`src/rtl/pc_pkg.sv`:
```
// Shared fetch-front definitions: control-flow opcodes, PC FSM states and the
// control-flow classifier that the decoder also uses.
package pc_pkg;

    localparam logic [6:0] OP_JAL    = 7'b1101111;
    localparam logic [6:0] OP_JALR   = 7'b1100111;
    localparam logic [6:0] OP_BRANCH = 7'b1100011;

    typedef enum logic [1:0] {
        PC_RUN  = 2'd0,
        PC_WAIT = 2'd1
    } pc_state_e;

    function automatic logic is_cf(input logic [6:0] op);
        return (op == OP_JAL) || (op == OP_JALR) || (op == OP_BRANCH);
    endfunction

endpackage

```
`src/rtl/pc_wait_timer.sv`:
```
// Counts cycles spent waiting for branch resolution; o_expire flags the last
// allowed WAIT cycle (count == MAX_WAIT-1).
module pc_wait_timer #(
    parameter int MAX_WAIT = 8
) (
    input  logic CLK,
    input  logic RESET_N,
    input  logic i_clr,
    input  logic i_en,
    output logic o_expire
);

    localparam int CW = $clog2(MAX_WAIT + 1);
    localparam logic [CW-1:0] LAST = CW'(MAX_WAIT - 1);

    logic [CW-1:0] r_wcnt;

    always_ff @(posedge CLK or negedge RESET_N) begin
        if (!RESET_N)
            r_wcnt <= '0;
        else if (i_clr)
            r_wcnt <= '0;
        else if (i_en)
            r_wcnt <= r_wcnt + CW'(1);
    end

    assign o_expire = (r_wcnt == LAST);

endmodule

```
`src/rtl/pc_gen.sv`:
```
// Fetch-address generator: advances IP by 4, parks on control-flow opcodes until
// the execute stage resolves them or the wait times out. Define
// PC_MISALIGN_TRAP_EN to redirect misaligned taken targets to TRAP_VEC.
module pc_gen
    import pc_pkg::*;
#(
    parameter int              XLEN      = 32,
    parameter logic [XLEN-1:0] RESET_VEC = '0,
    parameter logic [XLEN-1:0] TRAP_VEC  = XLEN'('h100),
    parameter int              MAX_WAIT  = 8
) (
    input  logic            CLK,
    input  logic            RESET_N,
    input  logic [6:0]      OP,
    input  logic            HOLD,
    input  logic            BR_VALID,
    input  logic            BR_TAKEN,
    input  logic [XLEN-1:0] BR_TARGET,
    output logic [XLEN-1:0] IP,
    output logic [XLEN-1:0] PC_DEF,
    output logic            FETCH_VALID,
    output logic            TIMEOUT,
    output logic            MISALIGN
);

`ifdef PC_MISALIGN_TRAP_EN
    localparam bit TRAP_EN = 1'b1;
`else
    localparam bit TRAP_EN = 1'b0;
`endif

    pc_state_e       r_state, w_state_nxt;
    logic [XLEN-1:0] r_ip, w_ip_nxt, w_ip_inc;
    logic            r_timeout, r_misalign;
    logic            w_timeout_nxt, w_misalign_nxt;
    logic            w_clr, w_en, w_expire, w_tgt_misal;

    pc_wait_timer #(.MAX_WAIT(MAX_WAIT)) u_timer (
        .CLK      (CLK),
        .RESET_N  (RESET_N),
        .i_clr    (w_clr),
        .i_en     (w_en),
        .o_expire (w_expire)
    );

    assign w_ip_inc    = r_ip + XLEN'(4);
    assign w_tgt_misal = |BR_TARGET[1:0];

    always_comb begin
        w_state_nxt    = r_state;
        w_ip_nxt       = r_ip;
        w_timeout_nxt  = 1'b0;
        w_misalign_nxt = 1'b0;
        w_clr          = 1'b0;
        w_en           = 1'b0;
        case (r_state)
            PC_RUN: begin
                if (!HOLD) begin
                    if (is_cf(OP)) begin
                        w_clr       = 1'b1;
                        w_state_nxt = PC_WAIT;
                    end else begin
                        w_ip_nxt = w_ip_inc;
                    end
                end
            end
            PC_WAIT: begin
                // Resolution has priority over the timeout fallback.
                if (BR_VALID) begin
                    w_state_nxt = PC_RUN;
                    if (!BR_TAKEN) begin
                        w_ip_nxt = w_ip_inc;
                    end else if (TRAP_EN && w_tgt_misal) begin
                        w_ip_nxt       = TRAP_VEC;
                        w_misalign_nxt = 1'b1;
                    end else begin
                        w_ip_nxt = BR_TARGET & ~XLEN'(3);
                    end
                end else if (w_expire) begin
                    w_ip_nxt      = w_ip_inc;
                    w_timeout_nxt = 1'b1;
                    w_state_nxt   = PC_RUN;
                end else begin
                    w_en = 1'b1;
                end
            end
            default: w_state_nxt = PC_RUN;
        endcase
    end

    always_ff @(posedge CLK or negedge RESET_N) begin
        if (!RESET_N) begin
            r_state    <= PC_RUN;
            r_ip       <= RESET_VEC;
            r_timeout  <= 1'b0;
            r_misalign <= 1'b0;
        end else begin
            r_state    <= w_state_nxt;
            r_ip       <= w_ip_nxt;
            r_timeout  <= w_timeout_nxt;
            r_misalign <= w_misalign_nxt;
        end
    end

    assign IP          = r_ip;
    assign PC_DEF      = w_ip_inc;
    assign FETCH_VALID = (r_state == PC_RUN) && !HOLD;
    assign TIMEOUT     = r_timeout;
    assign MISALIGN    = r_misalign;

endmodule

```
`config.mk`:
```
export PLATFORM = sky130hd
export DESIGN_NAME = pc_gen
export DESIGN_NICKNAME = d
export VERILOG_FILES = /design/src/rtl/pc_pkg.sv /design/src/rtl/pc_wait_timer.sv /design/src/rtl/pc_gen.sv
export SDC_FILE = /design/constraint.sdc
export NUM_CORES = 1
export LEC_CHECK = 0
export BUFFER_PORTS_ARGS = -buffer_cell sky130_fd_sc_hd__buf_2
export CORE_UTILIZATION = 52
export CTS_BUF_LIST = sky130_fd_sc_hd__clkbuf_8 sky130_fd_sc_hd__clkbuf_16
export CTS_CLUSTER_SIZE = 10
export DETAILED_ROUTE_END_ITERATION = 6
export GPL_ROUTABILITY_DRIVEN = 0
export PLACE_DENSITY = 0.86
export SYNTH_ARGS = -nofsm -noshare
export SYNTH_HDL_FRONTEND = slang
export SYNTH_HIERARCHICAL = 1
export SYNTH_SLANG_ARGS = --single-unit
```
`constraint.sdc`:
```
create_clock -name CLK -period 6.49 [get_ports CLK]
set_input_delay 0.3245 -clock CLK [delete_from_list [all_inputs] [get_ports CLK]]
set_output_delay 0.3245 -clock CLK [all_outputs]
set_load 0.02 [all_outputs]
```
==> impl_metrics.env, run 1 <==
export IMPL_status="completed"
export IMPL_row_count=25
export IMPL_cts_resized=0
export IMPL_top_layer="met4"
export IMPL_post_cts_buffers=0
export IMPL_synth_edf_count=0
export IMPL_drt_initial_drc_count=204
export IMPL_crit_chain="ha_1, nand4_1, nor4_4, nand4_2, xnor2_1, buf_2"
export IMPL_clk_latency_ns=0.29
export IMPL_fin_cells=466
export IMPL_synthFlopType="dfrtp_1"
export IMPL_start_util_pct=54.8
export IMPL_cp_arrival_ns=2.59
export IMPL_tns_ns=0
export IMPL_syn_inst=310
export IMPL_nets=445
export IMPL_synth_seq_area_share_pct=34.3
export IMPL_clk_pin_slew_ns=0.07
export IMPL_powerDensity_nw_per_um2=285
export IMPL_max_cap_viol_count=0
export IMPL_fin_crit_ns=2.91
export IMPL_hold_viol=0
export IMPL_async_flop_share_pct=100
export IMPL_peakVddDrop_v=0.000152
export IMPL_worst_hold_path_type="primary input to async pin"
export IMPL_drc=0
export IMPL_crit_fanout=10
export IMPL_cp_end_kind="output pin"
export IMPL_slew_headroom_pct=29.2
export IMPL_synth_area_leaders="dfrtp_1 34%, xnor2_1 6.7%, o21ai_0 5.2%"
export IMPL_num_vias=2749
export IMPL_cts_hold_buf=0
export IMPL_antenna_found_initial=0
export IMPL_overflow=0
export IMPL_routed_wl_mm=7.14
export IMPL_crit_slowest_cell="nor4_4"
export IMPL_wire_per_inst_um=15.3
export IMPL_rsz0062_at_grt="no"
export IMPL_dr_wl_met2_mm=3.56
export IMPL_dieArea_sq_um=5330
export IMPL_clock_power_share_pct=19.2
export IMPL_dp_hpwl_mm=5.19
export IMPL_clockBufferDepth=2
export IMPL_nFillCells=401
export IMPL_seqPwrFrac_pct=39.7
export IMPL_die_w_um=73.0
export IMPL_synth_cell_type_count=54
export IMPL_antennaDiodeCount=0
export IMPL_synth_top_area_cell="dfrtp_1"
export IMPL_setup_violations=0
export IMPL_ys_ff_latch=36
export IMPL_grt_pass1_wl_mm=11.5
export IMPL_drive_gt1_share_pct=32.3
export IMPL_grtUsageTotal_pct=27.7
export IMPL_critPathKind="register to output pin"
export IMPL_viasPerCell=5.90
export IMPL_mostFrequentLayoutCells="103 x buf_2, 36 x dfrtp_1, 27 x o21ai_0, 24 x nand2_1, 23 x nor2_1"
export IMPL_yosysWarnings=6
export IMPL_clkSinkCount=36
export IMPL_cts_max_level=2
export IMPL_layout_commonest_cell="buf_2"
export IMPL_num_io_pins=111
export IMPL_portBuffers=103
export IMPL_sw_frac_of_total_pct=44.9
export IMPL_grt_pass1_vias=2470
export IMPL_ant_nets=0
export IMPL_cts_tree="yes"
export IMPL_grt_max_degree=45
export IMPL_switchingPower_uw=412
export IMPL_r2r_end="IP[30]"
export IMPL_reg2reg_depth=4
export IMPL_power_leakage_nw=1.50
export IMPL_cp_required_ns=6.17
export IMPL_drv_slew=0
export IMPL_pwr_share_comb_pct=41.0
export IMPL_cp_startpoint="IP[2]"
export IMPL_start_kind="register"
export IMPL_synth_area_sq_um=2620
export IMPL_max_stage_delay_ns=0.58
export IMPL_dieHeight_um=73.0
export IMPL_placed_cell_area_sq_um=3130
export IMPL_finClkSkew_ns=0.00597
export IMPL_p_int_uw=505
export IMPL_met1Wirelength_mm=3.02
export IMPL_period_share_pct=44.8
export IMPL_yosysTopAreaCellShare_pct=34.3
export IMPL_drt_pass1_iter_count=5
export IMPL_r2r_start="r_state[0]"
export IMPL_design_area_sq_um=3220
export IMPL_avgSynthCellArea_sq_um=8.46
export IMPL_cts_root_buf="clkbuf_8"
export IMPL_cts_buffers=5
export IMPL_regToRegSetupSlack_ns=3.86
export IMPL_syn2layout_area_growth_pct=22.9
export IMPL_met3_length_um=477
export IMPL_place_inst=459
export IMPL_coreArea_sq_um=4790
export IMPL_worstMarginPinSlew_ns=1.06
export IMPL_timing_fmax_mhz=344
[Yosys cell counts (3+ instances only)]
cell type / n
and2_1: 5
xor2_1: 9
nand4_1: 11
a2bb2oi_1: 6
or3_1: 3
dfrtp_1: 36
nand2_1: 24
nor3_1: 3
o311ai_0: 6
buf_2: 7
o21ai_0: 27
mux2i_1: 3
xnor2_1: 20
and3_1: 6
a31oi_1: 7
nor4_1: 6
nand3_1: 21
o22ai_1: 5
clkbuf_1: 13
a22oi_1: 6
a21oi_1: 13
inv_1: 6
buf_4: 5
nor2_1: 23
and4_1: 3
[state kept, by name, indices dropped and copies added (netlist names)]
name and cells:
IP 30, TIMEOUT 1, r_state 1, u_timer/r_wcnt 4
[power groups by stage]
stage | logic (mW) | clock network, mW | registers (mW)
2_1_floorplan | 0.240 | 0 | 0.372
3_3_place_gp | 0.370 | 0 | 0.360
3_5_place_dp | 0.378 | 0 | 0.365
4_1_cts | 0.378 | 0.177 | 0.361
5_1_grt | 0.405 | 0.188 | 0.372
6_report | 0.377 | 0.177 | 0.364
[logic make-up after synthesis]
family                   synth area share, %
AO/OA/AOI/OAI                           20.3
multiplexers                            1.72
AND/OR/NAND/NOR                         27.1
adder cells (fa/ha/maj)                0.954
other                                  0.143
XOR/XNOR                                9.68
buffers and inverters                   5.77
flip-flops                              34.3
[worst max path at each step]
stage | endpoint | slack, ns | cells past startpoint
6_report | PC_DEF[28] | 3.58 | 6
5_1_grt | PC_DEF[28] | 3.42 | 6
4_1_cts | PC_DEF[28] | 3.61 | 6
3_5_place_dp | IP[30] | 3.90 | 4
3_3_place_gp | IP[30] | 3.93 | 4
2_1_floorplan | PC_DEF[20] | 4.11 | 5
[layout make-up]
| type | instances | area [sq um] | share of cell area, % |
|---|---|---|---|
| Multi-Input combinational cell | 245 | 1590 | 49.3 |
| Sequential cell | 36 | 901 | 27.9 |
| Timing Repair Buffer | 105 | 531 | 16.5 |
| Clock buffer | 7 | 96.3 | 2.99 |
| Tap cell | 67 | 83.8 | 2.60 |
| Inverter | 6 | 22.5 | 0.698 |
[per-layer routing]
metal	global-route usage, %	vias up
met1	36.2	1312
met2	45.7	123
met5	0	-
met4	10.0	0
li1	-	1306
met3	4.97	8
[worst max-delay path: cells and delay by family, from the launching register on]
family	cells	cell delay (ns)
flops	1	0.49
fa+ha+maj	1	0.29
simple gates	3	1.14
xor+xnor	1	0.18
buf+inv	1	0.18
[stage by stage]
| step | setup slack, ns | hold slack [ns] | utilization (%) | total power [mW] |
|---|---|---|---|---|
| global placement | 3.93 | 0.465 | 65.4 | 0.730 |
| CTS | 3.61 | 0.167 | 67.4 | 0.917 |
| finish | 3.58 | 0.122 | 67.4 | 0.918 |
| detailed placement | 3.90 | 0.475 | 65.4 | 0.742 |
| global route | 3.42 | 0.201 | 67.4 | 0.965 |
| floorplan | 4.11 | 0.0289 | - | 0.612 |
No activity file was read; power rests on OpenSTA's default activity.
==> run 2, diff against run 1 <==
Settings changed: CORE_UTILIZATION 52 to 44, PLACE_DENSITY 0.86 to 0.77.
Clock period 6.49 ns to 2.6 ns, I/O delays scaled along.
==> impl_metrics.env, run 2 (same netlist as run 1, synthesis figures left out) <==
export IMPL_clk_latency_ns=0.29
export IMPL_start_kind="register"
export IMPL_drive_gt1_share_pct=33.9
export IMPL_finClkSkew_ns=0.00586
export IMPL_portBuffers=103
export IMPL_cts_max_level=2
export IMPL_syn2layout_area_growth_pct=27.2
export IMPL_rsz0062_at_grt="no"
export IMPL_dp_hpwl_mm=5.36
export IMPL_antenna_found_initial=0
export IMPL_num_io_pins=111
export IMPL_drt_initial_drc_count=254
export IMPL_cp_arrival_ns=2.33
export IMPL_place_inst=473
export IMPL_clkSinkCount=36
export IMPL_fin_cells=482
export IMPL_power_leakage_nw=1.57
export IMPL_largest_reg_flops=30
export IMPL_clk_pin_slew_ns=0.07
export IMPL_drt_pass1_iter_count=4
export IMPL_grtUsageTotal_pct=24.4
export IMPL_dieHeight_um=79.2
export IMPL_cts_tree="yes"
export IMPL_period_share_pct=94.6
export IMPL_coreArea_sq_um=5640
export IMPL_status="completed"
export IMPL_tns_ns=0
export IMPL_post_cts_buffers=0
export IMPL_start_util_pct=46.5
export IMPL_nFillCells=517
export IMPL_dieArea_sq_um=6280
export IMPL_mostFrequentLayoutCells="103 x buf_2, 36 x dfrtp_1, 27 x o21ai_0, 24 x nand2_1, 23 x nor2_1"
export IMPL_hold_viol=0
export IMPL_cts_buffers=5
export IMPL_grt_pass1_wl_mm=11.9
export IMPL_crit_fanout=8
export IMPL_layout_commonest_cell="buf_2"
export IMPL_worst_hold_path_type="primary input to register"
export IMPL_drc=0
export IMPL_num_vias=2809
export IMPL_timing_fmax_mhz=407
export IMPL_ant_nets=0
export IMPL_fin_crit_ns=2.46
export IMPL_max_cap_viol_count=0
export IMPL_die_w_um=79.2
export IMPL_critPathKind="register to output pin"
export IMPL_nets=455
export IMPL_setup_violations=0
export IMPL_viasPerCell=5.83
export IMPL_antennaDiodeCount=0
export IMPL_cp_required_ns=2.47
export IMPL_overflow=0
export IMPL_cp_end_kind="output pin"
export IMPL_grt_max_degree=37
export IMPL_peakVddDrop_v=0.000447
export IMPL_routed_wl_mm=7.33
export IMPL_slew_headroom_pct=43.7
export IMPL_row_count=27
export IMPL_grt_pass1_vias=2468
export IMPL_clockBufferDepth=2
export IMPL_powerDensity_nw_per_um2=720
export IMPL_cts_root_buf="clkbuf_8"
export IMPL_worstMarginPinSlew_ns=0.844
export IMPL_drv_slew=0
export IMPL_wire_per_inst_um=15.2
## run 2: stage by stage
step | instance area (sq um) | setup WS (ns) | hold slack (ns) | total power, mW | utilization, %
2_1_floorplan | 2640 | 0.418 | -0.166 | 1.53 | -
3_3_place_gp | 3200 | 0.556 | 0.278 | 1.84 | 56.8
6_report | 3340 | 0.140 | 0.0416 | 2.40 | 59.2
5_1_grt | 3340 | 0.0256 | 0.0482 | 2.54 | 59.2
4_1_cts | 3340 | 0.167 | 0.0432 | 2.41 | 59.2
3_5_place_dp | 3200 | 0.509 | 0.278 | 1.86 | 56.8
## run 2: per-layer routing
layer / part of all wire, % / GRT usage [%] / wire length, um
met3: 7.4 / 3.79 / 539
met4: 1.8 / 8.55 / 131
met5: 0 / 0 / 0
met2: 47 / 40.2 / 3460
met1: 44 / 32.4 / 3200
## run 2: worst paths after layout
kind                                endpoint              start  cells after the start  slack, ns
max reg2reg                           IP[28]              IP[2]                      8       0.45
max in group asynchronous             IP[10]            RESET_N                      2       1.59
min in group asynchronous              IP[8]            RESET_N                      2       0.48
min                                   IP[19]      BR_TARGET[19]                      3       0.04
max                               PC_DEF[29]             IP[12]                      5       0.14
min reg2reg                u_timer/r_wcnt[1]  u_timer/r_wcnt[1]                      2       0.57
## run 2: where the power goes
| group | total (mW) | switching, mW | internal [mW] |
|---|---|---|---|
| sequential | 0.904 | 0.231 | 0.672 |
| clock | 0.548 | 0.209 | 0.338 |
| combinational | 0.953 | 0.589 | 0.364 |
| total | 2.40 | 1.03 | 1.38 |
## run 2: what timing repair did
action / 4_1_cts / 5_1_grt
hold endpoints to repair: 36 / 0
resized for setup: 0 / 0
hold buffers: 1 / 0
## run 2: layout make-up
type	count	area, sq um	area share [%]
clock buffers	7	96.3	2.89
clock inverters	1	30.0	0.900
inverters	6	22.5	0.675
multi-input cells	245	1590	47.6
flip-flops and latches	36	901	27.0
well taps	72	90.1	2.70
repair buffers	115	608	18.2
## run 2: worst max-delay path: stages (launching register included)
cell     delay, ns
dfrtp_1       0.50
nand3_1       0.26
nor2_1        0.45
nor4b_2       0.43
xor2_1        0.20
buf_2         0.19
